--- config.mk ---
export PLATFORM = sky130hd
export DESIGN_NAME = pipeline_hazard_ctrl_flat
export DESIGN_NICKNAME = d
export VERILOG_FILES = /design/src/rtl/pipeline_hazard_ctrl_pkg.sv /design/src/rtl/pipeline_hazard_ctrl_if.sv /design/src/rtl/pipeline_hazard_ctrl_load_use_detect.sv /design/src/rtl/pipeline_hazard_ctrl.sv /design/src/flat_wrapper.sv
export SDC_FILE = /design/constraint.sdc
export NUM_CORES = 1
export LEC_CHECK = 0
export ABC_AREA = 1
export CORE_ASPECT_RATIO = 1.4
export CORE_MARGIN = 2
export CORE_UTILIZATION = 48
export DETAILED_ROUTE_END_ITERATION = 8
export PLACE_DENSITY_LB_ADDON = 0.08
export SLEW_MARGIN = 25
export SYNTH_ARGS = -nofsm -noshare
export SYNTH_HDL_FRONTEND = slang
export SYNTH_HIERARCHICAL = 1
export SYNTH_SLANG_ARGS = --single-unit
--- constraint.sdc ---
create_clock -name Clk -period 1.58 [get_ports Clk]
set_input_delay 0.316 -clock Clk [delete_from_list [all_inputs] [get_ports Clk]]
set_output_delay 0.316 -clock Clk [all_outputs]
set_load 0.02 [all_outputs]
--- src/rtl/pipeline_hazard_ctrl_pkg.sv ---
// Shared pipeline hazard types: sequencer state, control bundle and the
// canned enable/clear patterns the sequencer selects between.
package pipeline_hazard_ctrl_pkg;

    typedef enum logic [1:0] {
        RUN      = 2'd0,
        MEM_WAIT = 2'd1,
        HALT     = 2'd2
    } hz_state_t;

    localparam int HZ_MAX_WAIT_DFLT = 15;
    localparam int HZ_CNT_W_DFLT    = 32;

    typedef struct packed {
        logic pc_en;
        logic ifid_en;
        logic idex_en;
        logic exmem_en;
        logic ifid_clr;
        logic idex_clr;
        logic memwb_clr;
    } hz_ctrl_t;

    // Field order: PC, IF/ID, ID/EX, EX/MEM enables, then IF/ID, ID/EX, MEM/WB clears
    localparam hz_ctrl_t CTRL_RESET    = '{1'b0, 1'b0, 1'b0, 1'b0, 1'b1, 1'b1, 1'b1};
    localparam hz_ctrl_t CTRL_NORMAL   = '{1'b1, 1'b1, 1'b1, 1'b1, 1'b0, 1'b0, 1'b0};
    localparam hz_ctrl_t CTRL_FREEZE   = '{1'b0, 1'b0, 1'b0, 1'b0, 1'b0, 1'b0, 1'b1};
    localparam hz_ctrl_t CTRL_FLUSH    = '{1'b1, 1'b1, 1'b1, 1'b1, 1'b1, 1'b1, 1'b0};
    localparam hz_ctrl_t CTRL_LOAD_USE = '{1'b0, 1'b0, 1'b1, 1'b1, 1'b0, 1'b1, 1'b0};
    localparam hz_ctrl_t CTRL_HALT     = '{1'b0, 1'b0, 1'b0, 1'b0, 1'b0, 1'b0, 1'b0};

endpackage

--- src/rtl/pipeline_hazard_ctrl_if.sv ---
// Stage-status inputs and register-control outputs of the hazard sequencer.
// master = the sequencer, slave = the pipeline datapath it controls.
interface pipeline_hazard_ctrl_if #(
    parameter int CNT_W = 32
);
    logic [4:0]       Rs1_id;
    logic [4:0]       Rs2_id;
    logic             Rs1Used_id;
    logic             Rs2Used_id;
    logic [4:0]       Rd_ex;
    logic             DMRd_ex;
    logic             BrTaken_ex;
    logic             DMReq_mem;
    logic             DMReady;

    logic             PCEn;
    logic             IFIDEn;
    logic             IDEXEn;
    logic             EXMEMEn;
    logic             IFIDClear;
    logic             IDEXClear;
    logic             MEMWBClear;
    logic             MemTimeout;
    logic [CNT_W-1:0] StallCount;
    logic [CNT_W-1:0] FlushCount;

    modport master (
        input  Rs1_id, Rs2_id, Rs1Used_id, Rs2Used_id, Rd_ex, DMRd_ex,
               BrTaken_ex, DMReq_mem, DMReady,
        output PCEn, IFIDEn, IDEXEn, EXMEMEn, IFIDClear, IDEXClear, MEMWBClear,
               MemTimeout, StallCount, FlushCount
    );

    modport slave (
        output Rs1_id, Rs2_id, Rs1Used_id, Rs2Used_id, Rd_ex, DMRd_ex,
               BrTaken_ex, DMReq_mem, DMReady,
        input  PCEn, IFIDEn, IDEXEn, EXMEMEn, IFIDClear, IDEXClear, MEMWBClear,
               MemTimeout, StallCount, FlushCount
    );
endinterface

--- src/rtl/pipeline_hazard_ctrl_load_use_detect.sv ---
// Flags an ID instruction that reads the destination of a load sitting in EX.
// x0 is never a real dependency, so a load to x0 never stalls.
module load_use_detect (
    input  logic [4:0] Rs1_id,
    input  logic [4:0] Rs2_id,
    input  logic       Rs1Used_id,
    input  logic       Rs2Used_id,
    input  logic [4:0] Rd_ex,
    input  logic       DMRd_ex,
    output logic       LoadUse
);
    logic rs1_hit;
    logic rs2_hit;

    assign rs1_hit = Rs1Used_id && (Rs1_id == Rd_ex);
    assign rs2_hit = Rs2Used_id && (Rs2_id == Rd_ex);
    assign LoadUse = DMRd_ex && (Rd_ex != 5'd0) && (rs1_hit || rs2_hit);
endmodule

--- src/rtl/pipeline_hazard_ctrl.sv ---
// Stall/flush sequencer for the 5-stage pipeline: memory freeze with watchdog,
// branch flush, load-use bubble, and saturating stall/flush counters.
module pipeline_hazard_ctrl
    import pipeline_hazard_ctrl_pkg::*;
#(
    parameter int MAX_WAIT = HZ_MAX_WAIT_DFLT,
    parameter int CNT_W    = HZ_CNT_W_DFLT
) (
    input  logic                  Clk,
    input  logic                  Rst_n,
    pipeline_hazard_ctrl_if.master hz
);
    localparam int WAIT_W = $clog2(MAX_WAIT + 1);
    localparam logic [WAIT_W-1:0] WAIT_LAST = WAIT_W'(MAX_WAIT - 1);

    hz_state_t         state_reg;
    hz_state_t         state_next;
    logic [WAIT_W-1:0] wait_cnt_reg;
    logic [WAIT_W-1:0] wait_cnt_next;
    logic              timeout_reg;
    logic              timeout_next;

    logic              load_use;
    logic              frz;
    hz_ctrl_t          ctrl;
    hz_ctrl_t          ctrl_out;
    logic [1:0]        cnt_inc;     // [0] stall cycle, [1] flush event

    load_use_detect u_load_use_detect (
        .Rs1_id     (hz.Rs1_id),
        .Rs2_id     (hz.Rs2_id),
        .Rs1Used_id (hz.Rs1Used_id),
        .Rs2Used_id (hz.Rs2Used_id),
        .Rd_ex      (hz.Rd_ex),
        .DMRd_ex    (hz.DMRd_ex),
        .LoadUse    (load_use)
    );

    // A ready strobe with no request in MEM does not count as a completion.
    assign frz = (state_reg != HALT) && hz.DMReq_mem && !hz.DMReady;

    always_comb begin
        state_next    = state_reg;
        wait_cnt_next = wait_cnt_reg;
        timeout_next  = timeout_reg;
        ctrl          = CTRL_NORMAL;
        cnt_inc       = 2'b00;

        case (state_reg)
            RUN, MEM_WAIT: begin
                if (frz) begin
                    ctrl          = CTRL_FREEZE;
                    cnt_inc[0]    = 1'b1;
                    wait_cnt_next = wait_cnt_reg + WAIT_W'(1);
                    if (wait_cnt_reg == WAIT_LAST) begin
                        state_next   = HALT;
                        timeout_next = 1'b1;
                    end else begin
                        state_next   = MEM_WAIT;
                    end
                end else begin
                    // The MEM_WAIT exit cycle is a full RUN cycle.
                    state_next    = RUN;
                    wait_cnt_next = '0;
                    if (hz.BrTaken_ex) begin
                        ctrl       = CTRL_FLUSH;
                        cnt_inc[1] = 1'b1;
                    end else if (load_use) begin
                        ctrl       = CTRL_LOAD_USE;
                        cnt_inc[0] = 1'b1;
                    end
                end
            end
            HALT: begin
                ctrl       = CTRL_HALT;
                cnt_inc[0] = 1'b1;
            end
            default: begin
                state_next    = RUN;
                wait_cnt_next = '0;
            end
        endcase
    end

    always_ff @(posedge Clk or negedge Rst_n) begin
        if (!Rst_n) begin
            state_reg    <= RUN;
            wait_cnt_reg <= '0;
            timeout_reg  <= 1'b0;
        end else begin
            state_reg    <= state_next;
            wait_cnt_reg <= wait_cnt_next;
            timeout_reg  <= timeout_next;
        end
    end

    // Stage registers must see bubbles, not stale enables, while reset is held.
    assign ctrl_out = Rst_n ? ctrl : CTRL_RESET;

    assign hz.PCEn       = ctrl_out.pc_en;
    assign hz.IFIDEn     = ctrl_out.ifid_en;
    assign hz.IDEXEn     = ctrl_out.idex_en;
    assign hz.EXMEMEn    = ctrl_out.exmem_en;
    assign hz.IFIDClear  = ctrl_out.ifid_clr;
    assign hz.IDEXClear  = ctrl_out.idex_clr;
    assign hz.MEMWBClear = ctrl_out.memwb_clr;
    assign hz.MemTimeout = timeout_reg;

    generate
        for (genvar gi = 0; gi < 2; gi++) begin : g_cnt
            logic [CNT_W-1:0] cnt_reg;
            always_ff @(posedge Clk or negedge Rst_n) begin
                if (!Rst_n) begin
                    cnt_reg <= '0;
                end else if (cnt_inc[gi] && (cnt_reg != {CNT_W{1'b1}})) begin
                    cnt_reg <= cnt_reg + CNT_W'(1);
                end
            end
        end
    endgenerate

    assign hz.StallCount = g_cnt[0].cnt_reg;
    assign hz.FlushCount = g_cnt[1].cnt_reg;

endmodule
--- src/flat_wrapper.sv ---
// flat-port wrapper written by rule: the top's interface ports become plain ports
module pipeline_hazard_ctrl_flat import pipeline_hazard_ctrl_pkg::*;
#(
    parameter int MAX_WAIT = HZ_MAX_WAIT_DFLT,
    parameter int CNT_W    = HZ_CNT_W_DFLT
)
  (Clk, Rst_n, hz_Rs1_id, hz_Rs2_id, hz_Rs1Used_id, hz_Rs2Used_id, hz_Rd_ex, hz_DMRd_ex, hz_BrTaken_ex, hz_DMReq_mem, hz_DMReady, hz_PCEn, hz_IFIDEn, hz_IDEXEn, hz_EXMEMEn, hz_IFIDClear, hz_IDEXClear, hz_MEMWBClear, hz_MemTimeout, hz_StallCount, hz_FlushCount);
  pipeline_hazard_ctrl_if #(.CNT_W(CNT_W)) hz_i ();
  input  logic Clk;
  input  logic Rst_n;
  input wire logic [$bits(hz_i.Rs1_id)-1:0] hz_Rs1_id;
  input wire logic [$bits(hz_i.Rs2_id)-1:0] hz_Rs2_id;
  input wire logic [$bits(hz_i.Rs1Used_id)-1:0] hz_Rs1Used_id;
  input wire logic [$bits(hz_i.Rs2Used_id)-1:0] hz_Rs2Used_id;
  input wire logic [$bits(hz_i.Rd_ex)-1:0] hz_Rd_ex;
  input wire logic [$bits(hz_i.DMRd_ex)-1:0] hz_DMRd_ex;
  input wire logic [$bits(hz_i.BrTaken_ex)-1:0] hz_BrTaken_ex;
  input wire logic [$bits(hz_i.DMReq_mem)-1:0] hz_DMReq_mem;
  input wire logic [$bits(hz_i.DMReady)-1:0] hz_DMReady;
  output wire logic [$bits(hz_i.PCEn)-1:0] hz_PCEn;
  output wire logic [$bits(hz_i.IFIDEn)-1:0] hz_IFIDEn;
  output wire logic [$bits(hz_i.IDEXEn)-1:0] hz_IDEXEn;
  output wire logic [$bits(hz_i.EXMEMEn)-1:0] hz_EXMEMEn;
  output wire logic [$bits(hz_i.IFIDClear)-1:0] hz_IFIDClear;
  output wire logic [$bits(hz_i.IDEXClear)-1:0] hz_IDEXClear;
  output wire logic [$bits(hz_i.MEMWBClear)-1:0] hz_MEMWBClear;
  output wire logic [$bits(hz_i.MemTimeout)-1:0] hz_MemTimeout;
  output wire logic [$bits(hz_i.StallCount)-1:0] hz_StallCount;
  output wire logic [$bits(hz_i.FlushCount)-1:0] hz_FlushCount;
  assign hz_i.Rs1_id = hz_Rs1_id;
  assign hz_i.Rs2_id = hz_Rs2_id;
  assign hz_i.Rs1Used_id = hz_Rs1Used_id;
  assign hz_i.Rs2Used_id = hz_Rs2Used_id;
  assign hz_i.Rd_ex = hz_Rd_ex;
  assign hz_i.DMRd_ex = hz_DMRd_ex;
  assign hz_i.BrTaken_ex = hz_BrTaken_ex;
  assign hz_i.DMReq_mem = hz_DMReq_mem;
  assign hz_i.DMReady = hz_DMReady;
  assign hz_PCEn = hz_i.PCEn;
  assign hz_IFIDEn = hz_i.IFIDEn;
  assign hz_IDEXEn = hz_i.IDEXEn;
  assign hz_EXMEMEn = hz_i.EXMEMEn;
  assign hz_IFIDClear = hz_i.IFIDClear;
  assign hz_IDEXClear = hz_i.IDEXClear;
  assign hz_MEMWBClear = hz_i.MEMWBClear;
  assign hz_MemTimeout = hz_i.MemTimeout;
  assign hz_StallCount = hz_i.StallCount;
  assign hz_FlushCount = hz_i.FlushCount;
  pipeline_hazard_ctrl #(.MAX_WAIT(MAX_WAIT), .CNT_W(CNT_W)) u_core (.Clk(Clk), .Rst_n(Rst_n), .hz(hz_i));
endmodule
## Word-level counts from Yosys, hierarchy flattened

Cells that the tools add are included.

| word-level totals | value |
|---|---|
| flip-flop bits (word level) | 71 |
| bits in latches | 0 |
| RAM bits | 0 |
| memory bits (read-only) | 0 |
| bits of input ports | 23 |
| output and inout port bits | 72 |
| word-level logic and storage cells | 47 |
| memories kept | 0 |

| cells by class | value |
|---|---|
| add/subtract/negate cells | 3 |
| multipliers | 0 |
| div/mod/pow operators | 0 |
| $lt $le $gt $ge | 0 |
| equality and inequality tests | 8 |
| shift operators | 0 |
| multiplexer cells | 17 |
| bitwise logic cells | 0 |
| reductions and logical operators | 14 |

Operators by type and width:

| kind | count |
|---|---|
| $add 32x1->32 const B | 2 |
| $ne 32x32->1 const B | 2 |
| $mux 7 | 4 |
| $pmux 7 s2 | 1 |
| $eq 5x5->1 | 2 |
| $logic_and 1x1->1 | 8 |
| $pmux 4 s2 | 1 |
| $mux 1 | 6 |
| $reduce_bool 5->1 | 1 |
| $add 4x1->4 const B | 1 |
| $eq 4x4->1 const B | 1 |
| $mux 2 | 2 |
| $mux 4 | 1 |
| $pmux 2 s2 | 1 |
| $reduce_and 3->1 | 1 |
| $eq 2x1->1 const B | 1 |
| $eq 2x2->1 const B | 1 |
| $logic_not 2->1 | 1 |
| $ne 2x2->1 const B | 1 |
| $pmux 1 s2 | 1 |
| $reduce_or 2->1 | 1 |
| $logic_not 1->1 | 1 |
| $logic_or 1x1->1 | 1 |

## Longest topological paths before layout

Gate-level depths: netlist (run 1).

| depth | value |
|---|---|
| depth in word-level cells | 9 |
| mapped depth | 13 |
| depth with buffers taken out | 13 |

## By module

Netlist (run 1), hierarchy kept.

By module, submodules not included:

| module | times used | cells an instance | area each (um^2) | sequential area each (um^2) |
|---|---|---|---|---|
| pipeline_hazard_ctrl | 1 | 731 | 4707.0 | 1776.7 |
| load_use_detect | 1 | 55 | 216.5 | 0.0 |

## Worst setup path before layout (run 1)

Ideal clock, no wire load.

| timing | value |
|---|---|
| path type | reg2reg |
| start | register u_core.g_cnt[1].cnt_reg[0] (netlist: u_core/hz.FlushCount[0]) |
| end | register u_core.g_cnt[1].cnt_reg[0] (netlist: u_core/hz.FlushCount[0]) |
| setup time | 0.117 ns |
| arrival | 1.673 ns |
| required time | 1.463 ns |
| path slack | -0.210 ns |
| cell stages (with the launch flop) | 12 |
| buffers on the path | 1 |
| period minus slack after synthesis | 1.790 ns |
| path through | dfrtp_1 > ha_1 > nand2_1 > nor2_4 > nand2_2 > nor2_4 > nand2_4 > nand2_2 > inv_2 > buf_6 > nand2_1 > nand2_1 |

| between the ends | value |
|---|---|
| longest elaborated chain between the ends | 2 |
| elaborated cells between the ends (all ways) | 3 |
| those cells by class | 1 x add/sub; 1 x eq/ne; 1 x reduce/logical |

Ends and longest elaborated chain:

| item | RTL line | RTL |
|---|---|---|
| from (decl) | pipeline_hazard_ctrl.sv:111 | `logic [CNT_W-1:0] cnt_reg;` |
| from (signal assigned) | pipeline_hazard_ctrl.sv:116 | `cnt_reg <= cnt_reg + CNT_W'(1);` |
| branches (longest 2 deep; another with $add 32x1->32) | n/a |  |

Parallel ways; which one is timed is not known.
A chain may end at the register's enable or synchronous reset.

## Final worst setup path (run 1)

| timing | value |
|---|---|
| start | input port hz_Rd_ex[3] |
| end | output port hz_IDEXClear |

| between the ends | value |
|---|---|
| longest elaborated chain between the ends | 9 |
| elaborated cells between the ends (all ways) | 13 |
| those cells by class | 2 x eq/ne; 5 x mux; 6 x reduce/logical |

Ends and longest elaborated chain:

| item | RTL line | RTL |
|---|---|---|
| from (decl) | flat_wrapper.sv:15 | `input wire logic [$bits(hz_i.Rd_ex)-1:0] hz_Rd_ex;` |
| $eq 5x5->1, on equally long branches | pipeline_hazard_ctrl_load_use_detect.sv:15, pipeline_hazard_ctrl_load_use_detect.sv:16 |  |
| $logic_and 1x1->1, on equally long branches | pipeline_hazard_ctrl_load_use_detect.sv:15, pipeline_hazard_ctrl_load_use_detect.sv:16 |  |
| $logic_or 1x1->1 | pipeline_hazard_ctrl_load_use_detect.sv:17 | `assign LoadUse = DMRd_ex && (Rd_ex != 5'd0) && (rs1_hit \|\| rs2_hit);` |
| $logic_and 1x1->1 (*) | pipeline_hazard_ctrl_load_use_detect.sv:17 |  |
| named net u_core.load_use | pipeline_hazard_ctrl.sv:23 | `logic load_use;` |
| $mux 7 (*) | pipeline_hazard_ctrl.sv:68 | `end else if (load_use) begin` |
| $mux 7 (*) | pipeline_hazard_ctrl.sv:65 | `if (hz.BrTaken_ex) begin` |
| $mux 7 (*) | pipeline_hazard_ctrl.sv:51 | `if (frz) begin` |
| $pmux 7 s2 (*) | pipeline_hazard_ctrl.sv:49 | `case (state_reg)` |
| $mux 7 (*) | pipeline_hazard_ctrl.sv:98 | `assign ctrl_out = Rst_n ? ctrl : CTRL_RESET;` |
| to (decl) | flat_wrapper.sv:25 | `output wire logic [$bits(hz_i.IDEXClear)-1:0] hz_IDEXClear;` |

Mark *: on every way through the listed nets, which the timed path passes. The rest lies on a longest branch.

==> results of run 1 <==
[metal layers]
| metal | vias to the layer above | routed length [um] | track usage |
|---|---|---|---|
| met5 | - | 0 | 0 |
| met4 | 0 | 1150 | 0.166 |
| met3 | 103 | 1080 | 0.0530 |
| met2 | 294 | 9640 | 0.557 |
| met1 | 2868 | 6320 | 0.326 |
| li1 | 2863 | - | - |
[worst max-delay path by stage]
stage                                        from                       to  slack [ns]  depth (start not counted)
after floorplan           u_core/hz.FlushCount[0]  u_core/hz.FlushCount[0]       -0.03                         11
after global placement                hz_Rd_ex[4]             hz_IDEXClear       -0.94                         10
after detailed placement              hz_Rd_ex[1]             hz_IDEXClear       -1.03                         10
after CTS                     u_core/state_reg[1]                hz_IFIDEn       -0.15                          7
after global routing                 hz_Rs2_id[2]             hz_IDEXClear       -0.23                         10
final                                 hz_Rd_ex[3]             hz_IDEXClear       -0.19                          9
[power by group through the flow]
stage               Combinational (mW)  Sequential, mW  Clock (mW)
global placement                 0.171            1.85           0
floorplan                       0.0460            1.85           0
finish                           0.209            1.82        2.06
CTS                              0.171            1.82        2.09
detailed placement               0.178            1.85           0
global route                     0.227            1.82        2.17
[repair_timing]
item	CTS	global route
setup buffers	17	22
gates cloned	3	4
endpoints found under the hold margin	0	0
hold buffers	0	0
resized for setup	217	180
endpoints found under the setup margin	126	74
pin swaps	35	64
[Yosys cell counts (4+ instances only)]
library cell,instances
o21ai_0,14
ha_1,4
inv_1,76
buf_2,4
nor2_4,6
buf_4,4
nor2_1,111
buf_6,4
inv_2,4
xor2_1,12
nand2_2,9
nand2_1,371
nand4_1,12
dfrtp_1,71
nand3_1,42
xnor2_1,12
nor2_2,9
nand3b_1,11
[metrics by stage]
stage,TNS [ns],util,cell area (um2)
after floorplan,-0.351,-,4970
after CTS,-0.361,0.722,7180
after detailed placement,-36.71,0.674,6710
final,-2.18,0.801,7970
after global routing,-6.00,0.801,7970
after global placement,-32.72,0.674,6710
[worst reg2reg max path: cells and delay by family (launching register included)]
kind	cells	cell delay [ns]
simple gates	9	0.78
flops	1	0.39
buf+inv	3	0.39
[cell families (layout without fill, tap and decap cells)]
group | count (synthesis) | in the layout | synth area share
simple gates | 576 | 577 | 0.486
flops | 71 | 71 | 0.361
compound gates | 19 | 19 | 0.0203
fa+ha+maj | 4 | 4 | 0.0102
xor+xnor | 24 | 24 | 0.0427
buf+inv | 92 | 325 | 0.0803
[layout make-up]
class | count | area [um2]
multi-input cells | 624 | 3300
clock buffers | 9 | 225
flip-flops and latches | 71 | 1790
inverters | 80 | 320
repair buffers | 229 | 2090
fillers | 677 | 1980
clock inverters | 7 | 73.8
well taps | 135 | 169
==> impl_metrics.ini, run 1 <==
[power_and_ir_drop]
power_density_nw_per_um2 = 513
netSwitchingFraction = 0.235
power_leakage_nw = 4.21
p_int_mw = 3.13
ir_worst_vdd_mv = 0.508
combPwrFrac = 0.051
switchingPower_mw = 0.959
seqPwrFrac = 0.445
finalPower_mw = 4.09
p_clk_frac = 0.504

[finish]
layout.nets = 1042
n_antenna_cell = 0
finalNonFillerCells = 1155
syn_to_final_growth_pct = 61.9
drive_gt1_frac = 0.338
layout_commonest_cell = nand2_1
mostFrequentLayoutCells = nand2_1, buf_4, nor2_1

[worst_setup_path]
cp_num_buf_inv = 4
arrival_ns = 1.45
rrSetupSlack_ns = -0.08
crit_path_max_fanout = 4
path_class = in -> out
r2r_cells = 12
cp_top_family = compound AO/OA/AOI/OAI gates
rr_startpoint = u_core/hz.StallCount[10]
slowest_stage = o21ai_1
cp-start-kind = primary input
cpPeakStageDelay_ns = 0.26
endpoint_kind = output pin
worst_r2r_endpoint = u_core/hz.StallCount[31]
cp_cell_sequence = buf_8, inv_4, buf_4, nand4_1, o21ai_1, a21oi_4, o22ai_1, o21ai_1, buf_4
worstPathRequired_ns = 1.26

[routing]
drcViolationCount = 0
wire_per_inst_um = 15.7
drtIter0Drc = 427
ant_nets = 0
num_vias = 6128
viasPerCell = 5.31
drtPass1Iterations = 7
wl_mm = 18.2

[run]
cap_violations = 0

[logic_synthesis]
syn_area_um2 = 4920
async_flop_share = 1.00
avgSynthCellArea_um2 = 6.26
yosys-top-cells-area = dfrtp_1, nand2_1, nor2_1, inv_1, nand3_1
yosys_warnings = 6
synthFlopType = dfrtp_1
synth-edff-count = 0
synth-seq-cells = 71
syn_inst = 786
synth_nets = 813
synth_top_cell_by_area = dfrtp_1
ys_types = 24
ys_seq_area_frac = 0.361
synth_top_area_frac = 0.361

[place]
post-dp-hpwl_mm = 11.3
portBuffers = 94
place_ws_ns = -1.03
dp.cells = 1095
gp_congestion = 0.939

[clocking]
clk_pin_slew_ns = 0.06
htreeDepth = 3
clk_path_buf_depth = 2
clock-sinks = 71
clock_latency_ns = 0.34
cts_tree = done
cts_made_buffers = 9
root_buffer = clkbuf_16

[sta]
holdWs_ns = 0.0247
max_freq_ghz = 0.566
fin_crit_ns = 1.77
setup_viol = 42
worst_pin_slew_ns = 0.701
timing.final.ws_setup_ns = -0.187
min_period_over_period = 1.12
report.final.hold_viol_count = 0
slew_headroom = 0.533
slew_violations = 0
fin_skew_ns = 0.00612
rsz0062_at_grt = yes

[floorplanning]
rows = 43
dieArea_um2 = 11100
initial_core_util = 0.495
io_pins = 95
die_w_um = 89.6
die_y_um = 124
core-area_um2 = 9950

[global_routing]
grt_usage = 0.306
grt_pass1_vias = 5728
grt_max_degree = 52
antenna_found_initial = 0
grt_pass1_wl_mm = 26.2
grt_overflow = 0

[run_status]
violations = setup timing
status = finished, violations left

[min_path]
worstHoldPathType = in -> async
(Power assumes the default switching activity.)
==> run 2, diff against run 1 <==
Settings changed: CORE_UTILIZATION 48 to 49, CTS_BUF_LIST set to sky130_fd_sc_hd__clkbuf_8, GPL_TIMING_DRIVEN set to 1.
==> run 2 against run 1 <==
Against the previous run:
- the run still ends with setup timing left
- setup slack improved by 0.11 ns
- clock skew increased by 0.011 ns
- worst hold slack improved by 0.23 ns
- count of clock-buffer cells in the layout increased by 2
- utilization decreased by 4.3 points
- wire length decreased by 11%
- cell area decreased by 6.4%
- global-route usage decreased by 2.2 points
- sequential power about the same
- die area decreased by 2.0%
- sequential share of layout area increased by 1.6 points
- register-to-register slack improved by 0.03 ns
- critical path type unchanged
- largest cell class unchanged
- largest power group is now registers
- highest routed layer unchanged
==> impl_metrics.ini, run 2 (synthesis gave the netlist of run 1 again) <==
[sta]
rsz0062_at_grt = yes
worst_pin_slew_ns = 0.654
slew_violations = 0
min_period_over_period = 1.05
timing.final.ws_setup_ns = -0.0746
report.final.hold_viol_count = 0
fin_crit_ns = 1.65
setup_viol = 42
fin_skew_ns = 0.0168
max_freq_ghz = 0.604
slew_headroom = 0.564

[routing]
wire_per_inst_um = 14.5
drcViolationCount = 0
ant_nets = 0
drtPass1Iterations = 6
num_vias = 5766
viasPerCell = 5.13
drtIter0Drc = 289
wl_mm = 16.2

[place]
portBuffers = 94
gp_congestion = 0.979
post-dp-hpwl_mm = 11.4
dp.cells = 1076

[power_and_ir_drop]
finalPower_mw = 3.50
power_density_nw_per_um2 = 469
power_leakage_nw = 3.76
ir_worst_vdd_mv = 0.404

[worst_setup_path]
path_class = in -> out
rrSetupSlack_ns = -0.05
arrival_ns = 1.34
rr_startpoint = u_core/hz.FlushCount[1]
r2r_cells = 9
endpoint_kind = output pin
slowest_stage = a21oi_2
cp_cell_sequence = buf_8, inv_8, nand2_2, nand2_1, nor2_1, nand3_1, a21oi_2, o22ai_1, o21ai_1, buf_4
cp-start-kind = primary input
worst_r2r_endpoint = u_core/hz.FlushCount[6]
worstPathRequired_ns = 1.26
crit_path_max_fanout = 4
cpPeakStageDelay_ns = 0.19

[finish]
layout_commonest_cell = nand2_1
mostFrequentLayoutCells = nand2_1, nor2_1, buf_4
n_antenna_cell = 0
drive_gt1_frac = 0.299
finish.utilization = 0.758
syn_to_final_growth_pct = 51.6
nFillCells = 810
seqCellArea_um2 = 1800
layout.nets = 1011
finalNonFillerCells = 1123
multi_input_area_um2 = 3150

[clocking]
root_buffer = clkbuf_8
clock-sinks = 71
htreeDepth = 3
clk_pin_slew_ns = 0.08
cts_tree = done
clock_latency_ns = 0.35
cts_made_buffers = 9
clk_path_buf_depth = 2

[min_path]
worstHoldPathType = in -> async

[floorplanning]
io_pins = 95
dieArea_um2 = 10900
core-area_um2 = 9850
initial_core_util = 0.500
die_w_um = 88.7
rows = 43
die_y_um = 123

[global_routing]
antenna_found_initial = 0
grt_pass1_vias = 5386
grt_pass1_wl_mm = 24.2
grt_usage = 0.284
grt_max_degree = 50
grt_overflow = 0

[run]
cap_violations = 0

[run_status]
violations = setup timing
status = finished, violations left
-- run 2: cell count changes in the layout (fill, tap and decap cells not counted), moves of 7 or more --
cell,delta
clkbuf_8,+11
clkbuf_16,-7
nor2_1,+16
nand2_4,-12
nor2_2,-11
buf_4,-22
-- run 2: how the worst max path moves through the flow --
stage,from,end,cells after the start
final,hz_Rd_ex[3],hz_IDEXClear,10
after global routing,u_core/hz.FlushCount[6],u_core/hz.FlushCount[9],9
after CTS,u_core/state_reg[1],hz_IFIDEn,6
after detailed placement,hz_Rd_ex[2],hz_IDEXClear,10
after global placement,hz_Rd_ex[4],hz_IDEXClear,10
after floorplan,u_core/hz.FlushCount[0],u_core/hz.FlushCount[0],11
-- run 2: per-layer routing --
layer | global-route usage | part of all wire | up-vias
li1 | - | - | 2794
met1 | 0.303 | 0.36 | 2738
met2 | 0.526 | 0.56 | 188
met3 | 0.0417 | 0.039 | 46
met4 | 0.145 | 0.041 | 0
met5 | 0 | 0 | -
-- run 2: report_power, final --
group          leakage [nW]  internal, mW  switching (mW)
Clock                 0.103         0.800           0.691
Sequential            0.918          1.82               0
Combinational          2.74        0.0855           0.110
Total                  3.76          2.70           0.801
-- run 2: critical path: cells and delay by family --
kind                   cells  cell delay [ns]
buffers and inverters      3             0.27
AO/OA/AOI/OAI              3             0.43
AND/OR/NAND/NOR            4             0.31
-- run 2: area by class of cell --
class                   count  area share
clock buffers              11      0.0203
repair buffers            199       0.245
multi-input cells         623       0.422
well taps                 135      0.0226
inverters                  80      0.0439
clock inverters             4     0.00620
flip-flops and latches     71       0.241
-- run 2: per-stage QoR --
| step | hold WS (ns) | setup slack (ns) | setup TNS (ns) | cell area [um2] |
|---|---|---|---|---|
| 2_1_floorplan | 0.0204 | -0.0324 | -0.351 | 4970 |
| 3_3_place_gp | 0.358 | -0.933 | -31.01 | 6570 |
| 3_5_place_dp | 0.361 | -0.975 | -34.58 | 6570 |
| 4_1_cts | 0.255 | -0.0607 | -0.178 | 6730 |
| 5_1_grt | 0.295 | -0.166 | -6.26 | 7460 |
| 6_report | 0.250 | -0.0746 | -1.27 | 7460 |
-- run 2: what timing repair did --
| action | CTS | global route |
|---|---|---|
| buffers inserted | 9 | 18 |
| resized for setup | 190 | 171 |
| setup endpoints to repair | 125 | 77 |
| hold endpoints to repair | 21 | 0 |
| gates cloned | 0 | 5 |
| pin swaps | 29 | 79 |
| hold buffers | 1 | 0 |
==> run 3, diff against run 2 <==
Settings changed: CTS_CLUSTER_SIZE set to 25, HOLD_SLACK_MARGIN set to 0.15.
==> results of run 3 <==
No change in the layout: final DEF, timing and power equal those of run 2.
